[src/rtl/fixed_point_mac_lanes.sv]
// Multi-lane pipelined signed fixed-point multiplier with selectable rounding,
// saturation, optional per-lane accumulation and valid/ready flow control.

module fixed_point_mac_lane #(
  parameter int WIDTH     = 14,
  parameter int FRAC_BITS = 7
) (
  input  logic                    clk,
  input  logic                    rst,
  input  logic                    ld1,
  input  logic                    ld2,
  input  logic signed [WIDTH-1:0] a,
  input  logic signed [WIDTH-1:0] b,
  input  logic [1:0]              round_mode,
  input  logic                    acc_en,
  input  logic                    acc_clr,
  output logic signed [WIDTH-1:0] result,
  output logic                    sat_flag
);
  localparam int PW = 2 * WIDTH;
  localparam logic signed [PW:0] QMAX = {{(PW-WIDTH+2){1'b0}}, {(WIDTH-1){1'b1}}};
  localparam logic signed [PW:0] QMIN = {{(PW-WIDTH+2){1'b1}}, {(WIDTH-1){1'b0}}};
  localparam logic signed [WIDTH-1:0] RMAX = {1'b0, {(WIDTH-1){1'b1}}};
  localparam logic signed [WIDTH-1:0] RMIN = {1'b1, {(WIDTH-1){1'b0}}};

  logic signed [PW-1:0]    ax, bx, prod;
  logic signed [PW:0]      t, q;
  logic                    h, s, inc;
  logic signed [WIDTH-1:0] pr, acc, sval, nxt_res;
  logic signed [WIDTH:0]   sum;
  logic                    psat, ssat, nxt_sat;

  always_comb begin
    ax = {{WIDTH{a[WIDTH-1]}}, a};
    bx = {{WIDTH{b[WIDTH-1]}}, b};
  end

  // S1: full-precision product; the low 2*WIDTH bits of the sign-extended
  // product are exact since |a*b| always fits.
  always_ff @(posedge clk) begin
    if (!rst)     prod <= '0;
    else if (ld1) prod <= ax * bx;
  end

  // Floor-based rounding at 2*WIDTH+1 bits so the increment can never wrap.
  always_comb begin
    t = $signed({prod[PW-1], prod}) >>> FRAC_BITS;
    h = prod[FRAC_BITS-1];
    s = |prod[FRAC_BITS-2:0];
    case (round_mode)
      2'b00:   inc = 1'b0;
      2'b01:   inc = h;
      default: inc = h & (s | t[0]);
    endcase
    q = t + {{PW{1'b0}}, inc};
    psat = 1'b1;
    if (q > QMAX)      pr = RMAX;
    else if (q < QMIN) pr = RMIN;
    else begin
      pr   = q[WIDTH-1:0];
      psat = 1'b0;
    end
  end

  always_comb begin
    sum  = {acc[WIDTH-1], acc} + {pr[WIDTH-1], pr};
    ssat = sum[WIDTH] ^ sum[WIDTH-1];
    sval = ssat ? (sum[WIDTH] ? RMIN : RMAX) : sum[WIDTH-1:0];
    nxt_res = pr;
    nxt_sat = psat;
    if (acc_en && !acc_clr) begin
      nxt_res = sval;
      nxt_sat = psat | ssat;
    end
  end

  // S2: output register; accumulator moves only when a beat enters S2.
  always_ff @(posedge clk) begin
    if (!rst) begin
      result   <= '0;
      sat_flag <= 1'b0;
      acc      <= '0;
    end else if (ld2) begin
      result   <= nxt_res;
      sat_flag <= nxt_sat;
      if (acc_en) acc <= nxt_res;
    end
  end
endmodule

module fixed_point_mac_lanes #(
  parameter int WIDTH     = 14,
  parameter int FRAC_BITS = 7,
  parameter int LANES     = 4
) (
  input  logic                   clk,
  input  logic                   rst,
  input  logic                   in_valid,
  output logic                   in_ready,
  input  logic [LANES*WIDTH-1:0] a,
  input  logic [LANES*WIDTH-1:0] b,
  input  logic [1:0]             round_mode,
  input  logic                   acc_en,
  input  logic                   acc_clr,
  output logic                   out_valid,
  input  logic                   out_ready,
  output logic [LANES*WIDTH-1:0] result,
  output logic [LANES-1:0]       sat_flag
);
  localparam int STAGES = 2;

  typedef struct packed {
    logic [1:0] round_mode;
    logic       acc_en;
    logic       acc_clr;
  } ctl_t;

  logic [STAGES:1] vld_pipe;
  ctl_t            s1_ctl;
  logic            s1_adv, s2_adv, ld1;

  assign out_valid = vld_pipe[2];
  assign s2_adv    = !vld_pipe[2] || out_ready;
  assign s1_adv    = vld_pipe[1] && s2_adv;
  assign in_ready  = rst && (!vld_pipe[1] || s2_adv);
  assign ld1       = in_valid && in_ready;

  always_ff @(posedge clk) begin
    if (!rst) begin
      vld_pipe <= '0;
      s1_ctl   <= '0;
    end else begin
      if (in_ready) vld_pipe[1] <= in_valid;
      if (s2_adv)   vld_pipe[2] <= vld_pipe[1];
      if (ld1)      s1_ctl      <= '{round_mode: round_mode, acc_en: acc_en, acc_clr: acc_clr};
    end
  end

  for (genvar l = 0; l < LANES; l++) begin : g_lane
    fixed_point_mac_lane #(.WIDTH(WIDTH), .FRAC_BITS(FRAC_BITS)) u_lane (
      .clk        (clk),
      .rst        (rst),
      .ld1        (ld1),
      .ld2        (s1_adv),
      .a          (a[l*WIDTH +: WIDTH]),
      .b          (b[l*WIDTH +: WIDTH]),
      .round_mode (s1_ctl.round_mode),
      .acc_en     (s1_ctl.acc_en),
      .acc_clr    (s1_ctl.acc_clr),
      .result     (result[l*WIDTH +: WIDTH]),
      .sat_flag   (sat_flag[l])
    );
  end
endmodule
[config.mk]
export PLATFORM = sky130hd
export DESIGN_NAME = fixed_point_mac_lanes
export DESIGN_NICKNAME = d
export VERILOG_FILES = /design/src/rtl/fixed_point_mac_lanes.sv
export SDC_FILE = /design/constraint.sdc
export NUM_CORES = 2
export LEC_CHECK = 0
export ABC_AREA = 1
export BUFFER_PORTS_ARGS = -buffer_cell sky130_fd_sc_hd__buf_2
export CAP_MARGIN = 20
export CORE_MARGIN = 4
export CORE_UTILIZATION = 30
export DETAILED_ROUTE_END_ITERATION = 12
export SYNTH_ARGS = -nofsm -noshare
export SYNTH_HDL_FRONTEND = slang
export SYNTH_SLANG_ARGS = --single-unit
[constraint.sdc]
create_clock -name clk -period 7.8 [get_ports clk]
set_clock_uncertainty 0.2 [all_clocks]
set_input_delay 0.39 -clock clk [delete_from_list [all_inputs] [get_ports clk]]
set_output_delay 0.39 -clock clk [all_outputs]
set_load 0.01 [all_outputs]
Word level (Yosys, flattened, before mapping)
Index checks and enable logic that the tools add are counted.
{ "classes": {"multipliers": 4, "addsub": 8, "n_reduce_logical": 15, "eq_ne": 1, "n_lt_le_gt_ge": 8, "mux": 36, "bitwise": 16} }
{ "op_table": {"columns": ["op", "n"], "rows": [
  ["14-bit 2-to-1 mux", 20],
  ["29-bit by 14-bit > comparator with 1-bit output, second input constant", 4],
  ["29-bit by 14-bit less-than comparator with 1-bit output, second input constant", 4],
  ["14-bit by 14-bit multiplier with 28-bit output", 4],
  ["21-bit by 2-bit adder with 22-bit output", 4],
  ["14-bit by 14-bit adder with 15-bit output", 4],
  ["6-bit OR reduction", 4],
  ["1-bit 2-to-1 mux", 12],
  ["1-bit bitwise OR", 8],
  ["1-bit case mux with 2 select lines", 4],
  ["1-bit AND", 4],
  ["1-bit logical AND", 4],
  ["1-bit bitwise XOR", 4],
  ["1-bit zero test", 3],
  ["2-bit by 1-bit == test with 1-bit output, second input constant", 1],
  ["2-bit zero test", 1],
  ["1-bit logical OR", 2],
  ["2-bit AND reduction", 1]
]} }
{ "totals": {"elab_cells": 109, "out_inout_bits": 62, "inputBits": 120, "ff_bits": 234} }

Depth between registers and ports, before layout
{ "depth": {"depth_word": 12, "depth_mapped": 35, "mapped_depth_nobuf": 34} }

Hierarchy
From an unflattened synthesis, not the netlist that was laid out.
{ "unflattened": {"hier_cells": 6368, "area_unflattened_um2": 46580.9} }
{ "by_module_without_submodules": {"columns": ["mod", "cells_each", "n_inst", "area_per_inst_um2", "seq_area_each_um2"], "rows": [
  ["fixed_point_mac_lane at g_lane[2].u_lane", 1595, 1, 11718.7, 1141.1],
  ["fixed_point_mac_lane at g_lane[3].u_lane", 1593, 1, 11561.1, 1141.1],
  ["fixed_point_mac_lane at g_lane[0].u_lane", 1578, 1, 11528.6, 1141.1],
  ["fixed_point_mac_lane at g_lane[1].u_lane", 1562, 1, 11476.0, 1141.1],
  ["fixed_point_mac_lanes", 40, 1, 296.5, 120.1]
]} }

Worst setup path before layout
No wires, ideal clock.
{ "synth_timing": {"path_kind": "input to register", "startpoint": "input port a[27]", "endpoint": "register g_lane[1].u_lane.prod[22]", "path_stages": 23, "setup_time_ns": 0.056, "path_slack_ns": 2.075, "required_time_ns": 7.544, "arrival_time_ns": 5.469, "path_buffers": 1, "path_cell_list": "clkbuf_1 -> nand2_1 -> inv_1 -> fa_1 -> fa_1 -> fa_1 -> inv_1 -> fa_1 -> inv_1 -> fa_1 -> fa_1 -> ha_1 -> nand2_1 -> nor2_1 -> inv_1 -> nor2_1 -> nand4_1 -> nand3_1 -> a21oi_1 -> or2_2 -> nand3_1 -> nand2_1 -> inv_1"} }
{ "synth_between": {"elab_chain_len": 1} }
{ "synth_lines": {"columns": ["item", "line_no", "source"], "rows": [
  ["start: declaration", "100", "input logic [LANES*WIDTH-1:0] a,"],
  ["14-bit by 14-bit multiplier with 28-bit output", "42", "else if (ld1) prod <= ax * bx;"],
  ["end signal: assignment", "42", null],
  ["end: declaration", "26", "logic signed [PW-1:0] ax, bx, prod;"]
]} }
Every way passes these cells.
A chain may end at the register's enable or synchronous reset.

Worst setup path after layout
{ "layout_timing": {"startpoint": "input port b[44]", "endpoint": "register g_lane[3].u_lane.prod[26]"} }
{ "layout_between": {"elab_chain_len": 1} }
{ "layout_lines": {"columns": ["item", "line_no", "source"], "rows": [
  ["start: declaration", "101", "input logic [LANES*WIDTH-1:0] b,"],
  ["14-bit by 14-bit multiplier with 28-bit output", "42", null],
  ["end signal: assignment", "42", null],
  ["end: declaration", "26", null]
]} }
Every way passes these cells.

==> results.md <==
- Postcts setup bufs: 0
- DR DRC count: 0
- Hold Path Class: input port to flop
- Vias in the first global route: 39,578
- Arrival time at the worst endpoint: 6.21 ns
- Die Ht: 398 um
- Mapped Cells: 6,138
- Synth unique cells: 50
- Routed len/inst: 15.4 um
- Core ar.: 0.151 sq mm
- Yosys top cell by area: fa_1
- Routed WL: 126 mm
- CP max FO: 14
- EDFF count, synth: 0
- Yosys top cell area share: 34.3%
- Vias per inst: 4.69
- Startpoint types: input port
- Total GRT Usage: 15.9%
- Drt first pass iters: 6
- Routability cong.: 0.908
- Die Area: 0.159 sq mm
- Share of cells above drive strength 1: 6.34%
- Area Overhead vs Synth: 8.32%
- Synth async-reset ratio: 0%
- Sequential Area: 0.00468 sq mm
- FP Rows: 142
- Most common cell on crit path: fa_1
- WS Path Type: input port to flop
- F_max: 0.169 GHz
- First-pass GRT wire length: 208 mm
- NumNets Final: 7,397
- Finish-stage setup viols: 0
- IO Pins: 182
- Unrepaired setup endpoints after global routing: false
- Mapped cell area: 0.0457 sq mm
- Final hold viol count: 0
- Final min period: 5.92 ns
- CTS Buf Count: 30
- Clk sinks: 234
- Initial antenna violation count: 6
- 1st-iter DRT viols: 2,470
- Hold_buf cts: 7
- CTS tree: yes
- H-Tree Depth: 1
- CP max stage delay: 0.83 ns
- Multi-input gate area: 0.0349 sq mm
- Non-Filler Instances: 8,198
- Post-route clock period utilization: 76.0%
- Synthesis-stage register bit count: 234
- Max-Cap Viols: 0
- Fillcell total: 16,249
- Status: finished, final reports clean
- DP Cell Count: 8,134
- CP Cell Sequence: buf_2, nand2_1, inv_1, fa_1, fa_1, fa_1, inv_1, fa_1, fa_1, inv_1, fa_1, ha_1, inv_1, nor3_1, nand4_1, nor4_1, nand2_1, nand4_1, nand3_1, nand2_1, inv_1
- Reg clk slew, reported paths: 0.07 ns
- ANT nets after route: 0
- CTS max path bufs: 3
- Synth Warn #: 0
- Port bufs: 181
- Net Count, Synth: 7,378
- Largest cells by area after synthesis: fa_1, nand2_1, inv_1, dfxtp_1, ha_1
- Crit path max-delay family: adder cells
- DIE WIDTH: 398 um
- Total number of vias: 38,416
- CTS root buffer: clkbuf_16
- Clk_lat worst skew: 0.61 ns
- CP endpoint kind: flop
- Slew HR: 29.8%
- Top_reg_cell synth: dfxtp_1
- Sequential-to-total area share from yosys stat: 10.3%
- Worst-path cell with the longest stage delay: fa_1
- GR Overflow Total: 0
- CP Data Required Time: 8.09 ns
- Syn avg cell area: 7.44 sq um
- Post-DP HPWL: 103 mm
- Fin. max-slew vios: 0
- CP Buf/Inv Count: 6
- CTS resizes: 0
- Largest net degree at the start of global routing: 105
- Worst-Margin Slew: 1.05 ns
- Starting Density: 30.3%
- Setup TNS: 0 ns
kinds of logic after synthesis:
group	after synthesis	share of synthesized area, %
XOR/XNOR	185	3.55
AND/OR/NAND/NOR	2204	20.0
AO/OA/AOI/OAI	783	9.23
adder cells (fa/ha/maj)	1120	43.5
flip-flops	234	10.3
buffers and inverters	1612	13.5
registers in the layout, summed over array words and instances, names as in the netlist:
name,count
g_lane.u_lane.sat_flag,4
vld_pipe,2
g_lane.u_lane.result,56
g_lane.u_lane.acc,56
s1_ctl,4
g_lane.u_lane.prod,112
area by class of cell:
type	instances	share of cell area [%]
Antenna cell	1	0.00506
Clock buffer	38	1.68
Clock inverter	18	0.508
Inverter	1396	10.6
Multi-Input combinational cell	4292	70.4
Sequential cell	234	9.46
Tap cell	2016	5.10
Timing Repair Buffer	203	2.20
synth_stat cells, types with 5 or more instances:
cell type,instances
buf_1,5
dfxtp_1,234
o21a_1,12
a21boi_0,5
ha_1,336
xor2_1,101
buf_4,10
nor3_1,29
nand2_2,42
nand3_2,13
o211ai_1,5
or2_2,56
inv_1,1391
nor2_1,279
a31oi_1,7
a21o_1,9
nor2_2,14
o21bai_1,33
a21oi_1,302
buf_6,5
clkbuf_1,193
nand3_1,228
a211oi_1,14
xnor2_1,84
fa_1,784
o21ai_0,372
nand4_1,39
nand2_1,1490
per-stage QoR:
step | util [%] | instance area [sq um] | hold slack, ns | worst slack [ns]
after floorplan | - | 45700 | 0.229 | 2.08
after global placement | 32.1 | 48300 | 0.242 | 1.31
after detailed placement | 32.1 | 48300 | 0.249 | 1.31
after CTS | 32.8 | 49500 | 0.0461 | 1.93
after global routing | 32.9 | 49500 | 0.102 | 1.41
final | 32.9 | 49500 | 0.0793 | 1.88
cell usage in the layout (no fill, tap or decap), drive strengths merged, types with 38 or more instances in the layout:
cell / n
ha: 336
xor2: 101
nand2: 1535
a21oi: 302
inv: 1398
xnor2: 84
dfxtp: 234
fa: 784
o21ai: 373
nand4: 39
clkbuf: 38
or2: 56
buf: 196
nand3: 241
nor2: 294
metal layers:
layer / wire (um) / up-vias / GRT usage (%)
met1: 58100 / 18797 / 22.3
met4: 2700 / 0 / 3.18
met5: 0 / - / 0
met3: 7120 / 154 / 2.03
met2: 58100 / 963 / 26.5
li1: - / 18502 / -
worst register-to-register path, delay by kind of cell (launching register included):
kind | cells | cell delay [ns]
AO/OA/AOI/OAI | 2 | 0.25
adder cells (fa/ha/maj) | 4 | 1.12
buffers and inverters | 7 | 0.84
flip-flops | 1 | 0.30
AND/OR/NAND/NOR | 18 | 2.90
final timing paths:
path	depth (start not counted)	to	slack, ns	from
hold / removal	3	g_lane[0].u_lane.prod[0]	0.08	a[0]
hold reg to reg	2	g_lane[2].u_lane.prod[3]	0.25	g_lane[2].u_lane.prod[3]
setup reg to reg	31	g_lane[1].u_lane.result[1]	2.13	s1_ctl[3]
setup / recovery	21	g_lane[3].u_lane.prod[26]	1.88	b[44]
Power is left out: the tool's default activity adds up to more than one toggle a clock period on the data nets, which glitch-free logic cannot reach.
